===== src/rtl/instr_decoder_pkg.sv =====
// Shared definitions for the decode stage (also used by the ALU).
// Contents: the opcode code space (NOP=0 .. RETI=26), the ALU flag bit
// positions, the instruction field ranges, the decoder FSM state encoding,
// the control/bundle structs and the jump-condition helper.
package instr_decoder_pkg;

  localparam int DATA_W = 16;
  localparam int OPC_W  = 5;
  localparam int RA_W   = 3;

  // Opcode code space shared with the ALU
  localparam logic [OPC_W-1:0] OP_NOP  = 5'd0;
  localparam logic [OPC_W-1:0] OP_SETC = 5'd1;
  localparam logic [OPC_W-1:0] OP_CLRC = 5'd2;
  localparam logic [OPC_W-1:0] OP_NOT  = 5'd3;
  localparam logic [OPC_W-1:0] OP_INC  = 5'd4;
  localparam logic [OPC_W-1:0] OP_DEC  = 5'd5;
  localparam logic [OPC_W-1:0] OP_OUT  = 5'd6;
  localparam logic [OPC_W-1:0] OP_IN   = 5'd7;
  localparam logic [OPC_W-1:0] OP_MOV  = 5'd8;
  localparam logic [OPC_W-1:0] OP_ADD  = 5'd9;
  localparam logic [OPC_W-1:0] OP_SUB  = 5'd10;
  localparam logic [OPC_W-1:0] OP_AND  = 5'd11;
  localparam logic [OPC_W-1:0] OP_OR   = 5'd12;
  localparam logic [OPC_W-1:0] OP_SHL  = 5'd13;
  localparam logic [OPC_W-1:0] OP_SHR  = 5'd14;
  localparam logic [OPC_W-1:0] OP_PUSH = 5'd15;
  localparam logic [OPC_W-1:0] OP_POP  = 5'd16;
  localparam logic [OPC_W-1:0] OP_LDM  = 5'd17;
  localparam logic [OPC_W-1:0] OP_LDD  = 5'd18;
  localparam logic [OPC_W-1:0] OP_STD  = 5'd19;
  localparam logic [OPC_W-1:0] OP_JZ   = 5'd20;
  localparam logic [OPC_W-1:0] OP_JN   = 5'd21;
  localparam logic [OPC_W-1:0] OP_JC   = 5'd22;
  localparam logic [OPC_W-1:0] OP_JMP  = 5'd23;
  localparam logic [OPC_W-1:0] OP_CALL = 5'd24;
  localparam logic [OPC_W-1:0] OP_RET  = 5'd25;
  localparam logic [OPC_W-1:0] OP_RETI = 5'd26;

  // ALU flag bit positions
  localparam int FLAG_C = 0;
  localparam int FLAG_Z = 1;
  localparam int FLAG_N = 2;
  localparam int FLAG_V = 3;

  // Instruction word fields
  localparam int OPC_HI  = 15;
  localparam int OPC_LO  = 11;
  localparam int RDST_HI = 10;
  localparam int RDST_LO = 8;
  localparam int RSRC_HI = 7;
  localparam int RSRC_LO = 5;

  typedef enum logic {
    S_OP  = 1'b0,
    S_IMM = 1'b1
  } dec_state_t;

  typedef struct packed {
    logic reg_write;
    logic mem_read;
    logic mem_write;
    logic is_jump;
    logic two_word;
    logic illegal;
  } ctrl_t;

  typedef struct packed {
    logic [OPC_W-1:0]  alu_control;
    logic [RA_W-1:0]   rdst;
    logic [RA_W-1:0]   rsrc;
    logic [DATA_W-1:0] imm;
    logic              use_imm;
    logic              reg_write;
    logic              mem_read;
    logic              mem_write;
    logic              is_jump;
    logic              jump_taken;
    logic              illegal;
  } bundle_t;

  // Resolved jump condition for an opcode against the current ALU flags
  function automatic logic jump_cond(input logic [OPC_W-1:0] opc,
                                     input logic [3:0] flags);
    logic taken;
    taken = 1'b0;
    case (opc)
      OP_JZ:                          taken = flags[FLAG_Z];
      OP_JN:                          taken = flags[FLAG_N];
      OP_JC:                          taken = flags[FLAG_C];
      OP_JMP, OP_CALL, OP_RET, OP_RETI: taken = 1'b1;
      default:                        taken = 1'b0;
    endcase
    return taken;
  endfunction

endpackage


===== src/rtl/instr_decoder_ctrl_lut.sv =====
// Purely combinational opcode -> control lookup.
// Ports:
//   opcode : opcode field of the instruction being decoded
//   ctrl   : reg_write / mem_read / mem_write / is_jump / two_word / illegal
module instr_decoder_ctrl_lut
  import instr_decoder_pkg::*;
(
  input  logic [OPC_W-1:0] opcode,
  output ctrl_t            ctrl
);

  always_comb begin
    ctrl = '0;
    case (opcode)
      OP_NOT, OP_INC, OP_DEC, OP_IN, OP_MOV, OP_ADD, OP_SUB,
      OP_AND, OP_OR:           ctrl.reg_write = 1'b1;
      OP_SHL, OP_SHR, OP_LDM: begin
        ctrl.reg_write = 1'b1;
        ctrl.two_word  = 1'b1;
      end
      OP_POP: begin
        ctrl.reg_write = 1'b1;
        ctrl.mem_read  = 1'b1;
      end
      OP_LDD: begin
        ctrl.reg_write = 1'b1;
        ctrl.mem_read  = 1'b1;
        ctrl.two_word  = 1'b1;
      end
      OP_PUSH:                 ctrl.mem_write = 1'b1;
      OP_STD: begin
        ctrl.mem_write = 1'b1;
        ctrl.two_word  = 1'b1;
      end
      OP_JZ, OP_JN, OP_JC, OP_JMP: ctrl.is_jump = 1'b1;
      OP_CALL: begin
        ctrl.is_jump   = 1'b1;
        ctrl.mem_write = 1'b1;
      end
      OP_RET, OP_RETI: begin
        ctrl.is_jump  = 1'b1;
        ctrl.mem_read = 1'b1;
      end
      OP_NOP, OP_SETC, OP_CLRC, OP_OUT: ctrl = '0;
      default:                 ctrl.illegal = 1'b1;  // 27..31
    endcase
  end

endmodule


===== src/rtl/instr_decoder.sv =====
// Decode stage: turns fetch words into one registered control bundle per
// instruction. Two-word instructions (opcode + immediate) are assembled by a
// two-state FSM.
// Ports:
//   clk, reset            : clock, synchronous active-high reset
//   in_valid/in_instr     : fetch word, accepted when in_valid && in_ready
//   in_ready              : !stall && !reset
//   stall                 : hold all outputs, accept nothing
//   flush                 : drop partial instruction and output bundle
//   flags                 : ALU flags (C,Z,N,V) for jump resolution
//   out_valid + bundle    : alu_control, rdst, rsrc, imm, use_imm, reg_write,
//                           mem_read, mem_write, is_jump, jump_taken, illegal
module instr_decoder
  import instr_decoder_pkg::*;
(
  input  logic              clk,
  input  logic              reset,
  input  logic              in_valid,
  input  logic [DATA_W-1:0] in_instr,
  output logic              in_ready,
  input  logic              stall,
  input  logic              flush,
  input  logic [3:0]        flags,
  output logic              out_valid,
  output logic [OPC_W-1:0]  alu_control,
  output logic [RA_W-1:0]   rdst,
  output logic [RA_W-1:0]   rsrc,
  output logic [DATA_W-1:0] imm,
  output logic              use_imm,
  output logic              reg_write,
  output logic              mem_read,
  output logic              mem_write,
  output logic              is_jump,
  output logic              jump_taken,
  output logic              illegal
);

  dec_state_t       state_reg, state_next;
  logic [OPC_W-1:0] opc_hold_reg;
  logic [RA_W-1:0]  rdst_hold_reg, rsrc_hold_reg;
  logic             out_valid_reg;
  bundle_t          bundle_reg, bundle_next;

  logic             accept;
  logic             complete;
  logic [OPC_W-1:0] opc_sel;
  logic [RA_W-1:0]  rdst_sel, rsrc_sel;
  ctrl_t            ctrl;

  assign in_ready = !stall && !reset;
  // Flush drops the word presented in its cycle even though in_ready is high
  assign accept   = in_valid && in_ready && !flush;

  // In S_IMM the instruction fields come from the latched opcode word
  assign opc_sel  = (state_reg == S_IMM) ? opc_hold_reg  : in_instr[OPC_HI:OPC_LO];
  assign rdst_sel = (state_reg == S_IMM) ? rdst_hold_reg : in_instr[RDST_HI:RDST_LO];
  assign rsrc_sel = (state_reg == S_IMM) ? rsrc_hold_reg : in_instr[RSRC_HI:RSRC_LO];

  instr_decoder_ctrl_lut u_ctrl_lut (
    .opcode (opc_sel),
    .ctrl   (ctrl)
  );

  assign complete = accept && ((state_reg == S_IMM) || !ctrl.two_word);

  always_comb begin
    bundle_next = '0;
    if (ctrl.illegal) begin
      bundle_next.illegal = 1'b1;  // emitted as a NOP
    end else begin
      bundle_next.alu_control = opc_sel;
      bundle_next.rdst        = rdst_sel;
      bundle_next.rsrc        = rsrc_sel;
      bundle_next.imm         = (state_reg == S_IMM) ? in_instr : '0;
      bundle_next.use_imm     = (state_reg == S_IMM);
      bundle_next.reg_write   = ctrl.reg_write;
      bundle_next.mem_read    = ctrl.mem_read;
      bundle_next.mem_write   = ctrl.mem_write;
      bundle_next.is_jump     = ctrl.is_jump;
      bundle_next.jump_taken  = jump_cond(opc_sel, flags);
    end
  end

  always_comb begin
    state_next = state_reg;
    case (state_reg)
      S_OP:    if (accept && ctrl.two_word) state_next = S_IMM;
      S_IMM:   if (accept)                  state_next = S_OP;
      default:                              state_next = S_OP;
    endcase
    if (flush) state_next = S_OP;
  end

  always_ff @(posedge clk) begin
    if (reset) begin
      state_reg     <= S_OP;
      opc_hold_reg  <= '0;
      rdst_hold_reg <= '0;
      rsrc_hold_reg <= '0;
      out_valid_reg <= 1'b0;
      bundle_reg    <= '0;
    end else begin
      state_reg <= state_next;
      if (flush) begin
        out_valid_reg      <= 1'b0;
        bundle_reg.illegal <= 1'b0;
      end else if (!stall) begin
        if (accept && state_reg == S_OP && ctrl.two_word) begin
          opc_hold_reg  <= in_instr[OPC_HI:OPC_LO];
          rdst_hold_reg <= in_instr[RDST_HI:RDST_LO];
          rsrc_hold_reg <= in_instr[RSRC_HI:RSRC_LO];
        end
        if (complete) begin
          out_valid_reg <= 1'b1;
          bundle_reg    <= bundle_next;
        end else begin
          // illegal flags exactly one output cycle
          out_valid_reg      <= 1'b0;
          bundle_reg.illegal <= 1'b0;
        end
      end
    end
  end

  assign out_valid   = out_valid_reg;
  assign alu_control = bundle_reg.alu_control;
  assign rdst        = bundle_reg.rdst;
  assign rsrc        = bundle_reg.rsrc;
  assign imm         = bundle_reg.imm;
  assign use_imm     = bundle_reg.use_imm;
  assign reg_write   = bundle_reg.reg_write;
  assign mem_read    = bundle_reg.mem_read;
  assign mem_write   = bundle_reg.mem_write;
  assign is_jump     = bundle_reg.is_jump;
  assign jump_taken  = bundle_reg.jump_taken;
  assign illegal     = bundle_reg.illegal;

endmodule


===== config.mk =====
export PLATFORM = sky130hd
export DESIGN_NAME = instr_decoder
export DESIGN_NICKNAME = d
export VERILOG_FILES = /design/src/rtl/instr_decoder_pkg.sv /design/src/rtl/instr_decoder_ctrl_lut.sv /design/src/rtl/instr_decoder.sv
export SDC_FILE = /design/constraint.sdc
export NUM_CORES = 1
export LEC_CHECK = 0
export ABC_AREA = 1
export CAP_MARGIN = 20
export CORE_MARGIN = 3
export CORE_UTILIZATION = 44
export CTS_CLUSTER_DIAMETER = 80
export CTS_CLUSTER_SIZE = 14
export DETAILED_ROUTE_END_ITERATION = 7
export GPL_ROUTABILITY_DRIVEN = 0
export PLACE_DENSITY = 0.72
export SYNTH_ARGS = -nofsm -noshare
export SYNTH_HDL_FRONTEND = slang
export SYNTH_SLANG_ARGS = --single-unit
export TNS_END_PERCENT = 5

===== constraint.sdc =====
create_clock -name clk -period 1.5 [get_ports clk]
set_input_delay 0.225 -clock clk [delete_from_list [all_inputs] [get_ports clk]]
set_output_delay 0.225 -clock clk [all_outputs]
set_load 0.1 [all_outputs]

==> results of run 1 <==
==> cells in the mapped netlist <==
library cell,number
sky130_fd_sc_hd__nand3_2,2
sky130_fd_sc_hd__nand2_1,97
sky130_fd_sc_hd__a21boi_0,1
sky130_fd_sc_hd__o21ai_0,4
sky130_fd_sc_hd__nand4_1,2
sky130_fd_sc_hd__inv_2,1
sky130_fd_sc_hd__a21oi_1,12
sky130_fd_sc_hd__inv_6,1
sky130_fd_sc_hd__inv_1,15
sky130_fd_sc_hd__o21ai_4,1
sky130_fd_sc_hd__nand3_1,47
sky130_fd_sc_hd__a21oi_2,17
sky130_fd_sc_hd__dfxtp_1,47
sky130_fd_sc_hd__inv_4,1
sky130_fd_sc_hd__o21bai_1,2
sky130_fd_sc_hd__buf_1,1
sky130_fd_sc_hd__nor2_2,9
sky130_fd_sc_hd__buf_8,2
sky130_fd_sc_hd__buf_2,1
sky130_fd_sc_hd__nand3b_1,1
sky130_fd_sc_hd__buf_6,4
sky130_fd_sc_hd__buf_4,1
sky130_fd_sc_hd__nand2_4,2
sky130_fd_sc_hd__nand2_8,1
sky130_fd_sc_hd__nor2_1,35
sky130_fd_sc_hd__nand2_2,20
sky130_fd_sc_hd__clkbuf_1,9
==> routing by layer <==
metal / vias to the layer above / share of wire, % / global-route usage (%)
met2: 89 / 50 / 36.3
met1: 1167 / 42 / 28.6
met5: - / 0 / 0
met3: 13 / 6.2 / 4.51
li1: 1263 / - / -
met4: 0 / 2.1 / 7.26
==> per-stage QoR <==
stage	worst slack, ns	utilization [%]	hold slack, ns
2_1_floorplan	-0.0952	-	0.363
3_3_place_gp	-0.423	71.1	0.448
3_5_place_dp	-0.437	71.1	0.456
4_1_cts	-0.137	74.4	0.468
5_1_grt	-0.271	75.3	0.500
6_report	-0.189	75.3	0.469
==> kinds of logic (layout without fill, tap and decap cells) <==
kind of cell           count (synthesis)  after routing  share of synthesized area [%]
AND/OR/NAND/NOR                      216            216                           41.4
buffers and inverters                 36            134                           8.33
AO/OA/AOI/OAI                         37             37                           11.1
flip-flops                            47             47                           39.1
==> power by group <==
part | internal (mW) | switching [mW] | total, mW
sequential | 1.27 | 0.0230 | 1.29
clock | 0.378 | 0.420 | 0.798
combinational | 0.282 | 0.379 | 0.661
==> final timing paths <==
check / start / endpoint / slack, ns / depth (start not counted)
worst max-delay path: state_reg / imm[7] / -0.19 / 12
worst min-delay path: rsrc_hold_reg[2] / rsrc_hold_reg[2] / 0.47 / 2
worst max register to register: state_reg / imm[7] / -0.19 / 12
worst min register to register: rsrc_hold_reg[2] / rsrc_hold_reg[2] / 0.47 / 2
==> worst max-delay path: cells and delay by family, from the launching register on <==
kind	cells	cell delay, ns
AO/OA/AOI/OAI	2	0.31
buffers and inverters	3	0.33
flip-flops	1	0.39
AND/OR/NAND/NOR	7	0.60
==> area by class of cell <==
| class | count | area [µm²] |
|---|---|---|
| inverters | 18 | 82.6 |
| repair buffers | 107 | 1390 |
| clock inverters | 1 | 8.76 |
| multi-input cells | 253 | 1310 |
| repair inverters | 1 | 6.26 |
| well taps | 70 | 87.6 |
| fillers | 378 | 1290 |
| clock buffers | 7 | 86.3 |
| flip-flops and latches | 47 | 945 |
==> what timing repair did <==
item / CTS / global route
pin swaps: 5 / 4
gates resized for setup: 13 / 8
buffers inserted: 4 / 0
hold buffers: 0 / 0
cloned: 1 / 1
setup endpoints to repair: 48 / 48
==> summary.md, run 1 <==
| Metric | Value |
|---|---|
| Violated checks | `negative setup slack` |
| Via count of the first global-routing pass | `2436` |
| Min cycle time layout | `about 1.7 ns` |
| Worst slew margin relative to its limit | `a little under nine tenths` |
| Number of antenna violations at the first check in global routing | `0` |
| Overall power after layout | `2.75 mW` |
| Number of pins exceeding their max-slew limit in the final report | `0` |
| GRT Residual Overflow | `0` |
| Total number of placement rows | `26` |
| Non-filler cells, final | `about 500` |
| Antenna cell count | `0` |
| Floorplan core area | `around 5200 µm²` |
| Critical path class | `reg2reg` |
| Maximum number of buffers from clock root to sink | `2` |
| Startpoint type of the worst setup path | `flip-flop` |
| Finish-stage setup viols | `47` |
| Inst Count DP | `about 500` |
| Pin count of the biggest net entering global routing | `31` |
| Yosys warns | `0` |
| Proportion of synthesized chip area in sequential cells | `approximately two fifths` |
| Clk Latency, worst-skew pair | `around 0.30 ns` |
| Area delta synth->final | `63.0%` |
| Number of distinct library cell variants in the gate-level netlist after synthesis | `27` |
| Cell accounting for the most synthesized area | `sky130_fd_sc_hd__dfxtp_1` |
| Post-Syn Instances | `approximately 340` |
| Clock transition at the registers of the reported paths | `approximately 0.090 ns` |
| 1st-pass router iterations | `4` |
| Maximum VDD drop | `about 0.42 mV` |
| Post-layout net count | `between 400 and 500` |
| CTS tree | `done` |
| Initial DRC Count | `between 150 and 200` |
| Fmax | `between 500 and 600 MHz` |
| Final antenna-violating net count | `0` |
| Die extent in y | `around 80 µm` |
| Total DRC errors in the routed layout | `0` |
| Total wire length after detailed routing | `~6900 µm` |
| Most frequent CP cell | `sky130_fd_sc_hd__nand2_2` |
| X dimension of the die | `around 80 µm` |
| Die outline area | `~6400 µm²` |
| Top cells by area, synth | `sky130_fd_sc_hd__dfxtp_1, sky130_fd_sc_hd__nand2_1, sky130_fd_sc_hd__nand3_1` |
| Most common cell after layout, fill and taps aside | `sky130_fd_sc_hd__nand2_1` |
| Largest fanout on the critical path | `8` |
| Worst Slack Setup Final | `-0.189 ns` |
| Critical-path cell list | `buf_12, inv_4, nand2_1, nand2_2, nand2_2, nand2_2, o21ai_4, nand2_4, nand2_8, buf_12, nand2_2, a21oi_2` |
| Via density per instance | `between 5 and 6` |
| Area of placed instances | `about 3700 µm²` |
| Vias after detailed routing | `between 2000 and 3000` |
| Layout Skew | `0.00328 ns` |
| Sort of element at the end of the critical path | `flip-flop` |
| Setup total negative slack | `-6.80 ns` |
| DP Wirelength | `approximately 4800 µm` |
| Number of flip-flops in the largest register | `16` |
| Tcrit/Tclk final | `113%` |
| Synthesized flop and latch total | `47` |
| Data required time of the worst path | `roughly 1.7 ns` |
| Routed wire per std cell | `about 14 µm` |
| Run status | `finished with violations` |
| Number of sinks driven by the clock tree | `between 40 and 50` |
| Unrepaired setup endpoints after global routing | `yes` |
| Top library cells by usage in the layout, fill and taps aside | `sky130_fd_sc_hd__nand2_1, sky130_fd_sc_hd__nand3_1, sky130_fd_sc_hd__dfxtp_1` |
| Post-route design area | `roughly 4000 µm²` |
| Slowest Stage Delay on Critical Path | `0.39 ns` |
| Leakage dissipation | `around 1.6 nW` |
| Number of buffers created by CTS | `5` |
| Slowest stage cell on the critical path | `sky130_fd_sc_hd__dfxtp_4` |
| Hold Vio Cnt, Final | `0` |
| Total I/O pin count | `61` |
| Mean area per synthesized cell | `7.15 µm²` |
| Global-route total usage across every layer | `about 22%` |
| Total of buffers placed on input and output ports | `between 50 and 60` |
| Power density over the cells | `701 nW/µm²` |
| Top-area cell type share of the netlist area | `39.1%` |
| Clock root buffer | `sky130_fd_sc_hd__clkbuf_8` |
| Max-cap violations | `0` |
| Syn nets | `between 300 and 400` |
| Worst endpoint data arrival time | `1.93 ns` |
| Slew at the pin closest to its max-slew limit | `between 0.2 and 0.25 ns` |
| Htree depth | `2` |
| Worst min path class | `reg2reg` |
| Starting density of the core | `~46%` |
| Netlist Area Pre-Place | `2400 µm²` |
| Share of post-route cells with drive strength above 1 | `about 37%` |
| Wire length of the first global-routing pass | `~11000 µm` |
(Power assumes the default switching activity.)
==> run 2: changes to the inputs <==
CTS_CLUSTER_SIZE = default   (was 14)
==> results of run 2 <==
Same layout as run 1: the final DEF is identical, and so are final timing and power.
==> run 3: changes to the inputs <==
CORE_UTILIZATION = 43   (was 44)
SYNTH_HIERARCHICAL = 1   (was default)
==> run 3 against run 2 <==
The run still ends with negative setup slack left. Sequential cell count is the same. Total power fell by 2.1%. Global-route usage up 2.2 points. Final cell count down 8.5%. Synthesized area is 11% lower. Sequential share of layout area unchanged. Register-to-register slack worse by 0.47 ns. Wire length increased by 4.9%. Via count is 4.7% lower. Non-clock buffer count is 8 higher. Clock skew is 0.0020 ns higher. Worst hold slack worse by 0.011 ns.
==> summary.md, run 3 <==
| Metric | Value |
|---|---|
| Run status | `finished with violations` |
| Violated checks | `negative setup slack` |
| Maximum VDD drop | `0.456 mV` |
| Mean area per synthesized cell | `roughly 7.6 µm²` |
| 1st-pass router iterations | `4` |
| Post-Syn Instances | `283` |
| Via count of the first global-routing pass | `2369` |
| Data required time of the worst path | `approximately 1.7 ns` |
| Worst Setup EP | `jump_taken` |
| Top library cells by usage in the layout, fill and taps aside | `sky130_fd_sc_hd__nand2_1, sky130_fd_sc_hd__dfxtp_1, sky130_fd_sc_hd__buf_4` |
| Min cycle time layout | `approximately 2.2 ns` |
| Multi-input combinational cell area | `roughly 1200 µm²` |
| Total I/O pin count | `61` |
| Largest fanout on the critical path | `8` |
| Clk Latency, worst-skew pair | `slightly above 0.3 ns` |
| X dimension of the die | `~77 µm` |
| Syn nets | `about 310` |
| Clock transition at the registers of the reported paths | `~0.090 ns` |
| Number of distinct library cell variants in the gate-level netlist after synthesis | `29` |
| Proportion of synthesized chip area in sequential cells | `43.9%` |
| Max-cap violations | `0` |
| Starting density of the core | `about 45%` |
| Pin count of the biggest net entering global routing | `38` |
| Crit path from | `state_reg` |
| Startpoint type of the worst setup path | `flip-flop` |
| Most common cell after layout, fill and taps aside | `sky130_fd_sc_hd__nand2_1` |
| Number of flip-flops in the largest register | `16` |
| Worst slew margin relative to its limit | `between 60% and 70%` |
| Final antenna-violating net count | `0` |
| GRT Residual Overflow | `0` |
| Finish-stage setup viols | `47` |
| Maximum number of buffers from clock root to sink | `2` |
| Vias after detailed routing | `between 2000 and 2500` |
| Antenna cell count | `0` |
| Share of synthesized flip-flops with an asynchronous set or reset | `0%` |
| CTS tree | `done` |
| Routed wire per std cell | `around 16 µm` |
| Cell accounting for the most synthesized area | `sky130_fd_sc_hd__dfxtp_1` |
| Number of cells on the worst reg-to-reg path | `15` |
| DP Wirelength | `4300 µm` |
| Slew at the pin closest to its max-slew limit | `between 0.4 and 0.5 ns` |
| Hold Vio Cnt, Final | `0` |
| Post-layout net count | `418` |
| Fmax | `around 460 MHz` |
| Switching portion of total power | `approximately 28%` |
| Total number of placement rows | `25` |
| Tcrit/Tclk final | `144%` |
| Predominant post-synthesis flop cell | `sky130_fd_sc_hd__dfxtp_1` |
| Leading cell types by count after synthesis | `sky130_fd_sc_hd__nand2_1, sky130_fd_sc_hd__dfxtp_1, sky130_fd_sc_hd__a21oi_1, sky130_fd_sc_hd__inv_1, sky130_fd_sc_hd__nand3_1` |
| Via density per instance | `about 5.2` |
| Worst endpoint data arrival time | `approximately 2.4 ns` |
| Yosys warns | `6` |
| Worst Slack Setup Final | `-0.660 ns` |
| Power density over the cells | `~690 nW/µm²` |
| Die extent in y | `76.6 µm` |
| Cell internal pwr | `a little under 2 mW` |
| Post-route design area | `roughly 3900 µm²` |
| Critical path class | `reg2reg` |
| Share of total power in the clock network | `between 30% and 40%` |
| Register-to-register setup slack | `-0.66 ns` |
| Count of hold buffers inserted by post-cts repair | `0` |
| Number of buffers created by CTS | `5` |
| Register Area | `~940 µm²` |
| Total DRC errors in the routed layout | `0` |
| Clock root buffer | `sky130_fd_sc_hd__clkbuf_8` |
| Synthesized flop and latch total | `47` |
| Worst min path class | `in2reg` |
| Combinational group share of total power | `about a fifth` |
| Wire length of the first global-routing pass | `around 12000 µm` |
| Area of placed instances | `roughly 3500 µm²` |
| Htree depth | `2` |
| Non-filler cells, final | `approximately 460` |
| Leakage dissipation | `1.54 nW` |
| End of the worst register-to-register path | `jump_taken` |
| Number of filler cells placed in the layout | `about 270` |
| Net switching power figure | `around 760 µW` |
| Number of antenna violations at the first check in global routing | `0` |
| Top-area cell type share of the netlist area | `around 44%` |
| Area delta synth->final | `82.8%` |
| Die outline area | `around 5900 µm²` |
| Top cells by area, synth | `sky130_fd_sc_hd__dfxtp_1, sky130_fd_sc_hd__nand2_1, sky130_fd_sc_hd__a21oi_1` |
| Unrepaired setup endpoints after global routing | `yes` |
| Post-synth EDFFs | `0` |
| Total of buffers placed on input and output ports | `59` |
| Total wire length after detailed routing | `between 7000 and 8000 µm` |
| Flop pwr share | `roughly 47%` |
| Sort of element at the end of the critical path | `flip-flop` |
| Layout Skew | `between 0.005 and 0.006 ns` |
| Share of post-route cells with drive strength above 1 | `between 40% and 50%` |
| Placement-stage worst setup slack | `-0.834 ns` |
| Floorplan core area | `roughly 4800 µm²` |
| Crit Reg-Reg Startpoint | `state_reg` |
| Global-route total usage across every layer | `24.2%` |
| Inst Count DP | `approximately 440` |
| Number of pins exceeding their max-slew limit in the final report | `0` |
| Netlist Area Pre-Place | `2140 µm²` |
| Most frequently used cell type in the post-synthesis netlist | `sky130_fd_sc_hd__nand2_1` |
| Initial DRC Count | `approximately 220` |
| Number of sinks driven by the clock tree | `47` |
-- run 3: critical path, cell delays in order, from the launching register on --
cell and delay, ns:
sky130_fd_sc_hd__dfxtp_4 0.40, sky130_fd_sc_hd__buf_6 0.13, sky130_fd_sc_hd__o21ai_4 0.22, sky130_fd_sc_hd__inv_4 0.11
sky130_fd_sc_hd__nand3_4 0.10, sky130_fd_sc_hd__nor2_4 0.05, sky130_fd_sc_hd__a31o_2 0.21, sky130_fd_sc_hd__inv_2 0.06
sky130_fd_sc_hd__nor2_4 0.04, sky130_fd_sc_hd__nor2_4 0.14, sky130_fd_sc_hd__buf_6 0.15, sky130_fd_sc_hd__buf_6 0.10
sky130_fd_sc_hd__nand2_2 0.07, sky130_fd_sc_hd__a21oi_2 0.11, sky130_fd_sc_hd__nand2_1 0.07, sky130_fd_sc_hd__a21oi_2 0.12
-- run 3: worst min path at each step --
stage / start / cells past startpoint / end
after detailed placement: rdst_hold_reg[0] / 2 / rdst_hold_reg[0]
after floorplan: in_instr[10] / 2 / imm[10]
after CTS: rdst_hold_reg[0] / 2 / rdst_hold_reg[0]
after global placement: rdst_hold_reg[1] / 2 / rdst_hold_reg[1]
final: in_instr[4] / 3 / imm[4]
after global routing: in_instr[4] / 3 / imm[4]
-- run 3: logic make-up (layout without fill, tap and decap cells) --
| kind of cell | count (synthesis) | in the layout | share of synthesized area (%) |
|---|---|---|---|
| flip-flops | 47 | 47 | 43.9 |
| AO/OA/AOI/OAI | 70 | 70 | 20.1 |
| buffers and inverters | 39 | 150 | 8.58 |
| AND/OR/NAND/NOR | 127 | 127 | 27.4 |
-- run 3: metal layers --
layer	vias to the layer above	track usage (%)	wire length, µm
met5	-	0	0
met3	20	5.91	402
met2	105	40.7	3640
li1	1149	-	-
met4	0	11.6	186
met1	1140	29.0	3010
-- run 3: cell type report --
cell class / count / share of cell area [%]
timing repair buffer: 115 / 37.3
multi-input combinational: 197 / 30.9
sequential: 47 / 24.1
inverter: 27 / 2.91
clock buffer: 7 / 2.46
tap: 67 / 2.14
clock inverter: 1 / 0.192
-- run 3: per-stage QoR --
| stage | setup TNS (ns) | utilization [%] | hold WS [ns] | power, mW |
|---|---|---|---|---|
| finish | -26.58 | 81.9 | 0.459 | 2.69 |
| global route | -30.55 | 81.9 | 0.466 | 2.78 |
| CTS | -20.62 | 79.7 | 0.462 | 2.64 |
| detailed placement | -36.07 | 72.1 | 0.448 | 1.74 |
| global placement | -34.06 | 72.1 | 0.436 | 1.73 |
| floorplan | -19.19 | - | 0.361 | 1.51 |
-- run 3: power by group through the flow --
stage	clock, mW	sequential [mW]	combinational [mW]
after global routing	0.924	1.27	0.590
after CTS	0.856	1.27	0.514
after global placement	0	1.30	0.435
final	0.864	1.27	0.560
after detailed placement	0	1.30	0.441
after floorplan	0	1.35	0.162
-- run 3: what timing repair did --
item	4_1_cts	5_1_grt
buffers inserted	14	3
resized for setup	50	22
pin swaps	17	11
gates cloned	1	0
endpoints found under the setup margin	47	47
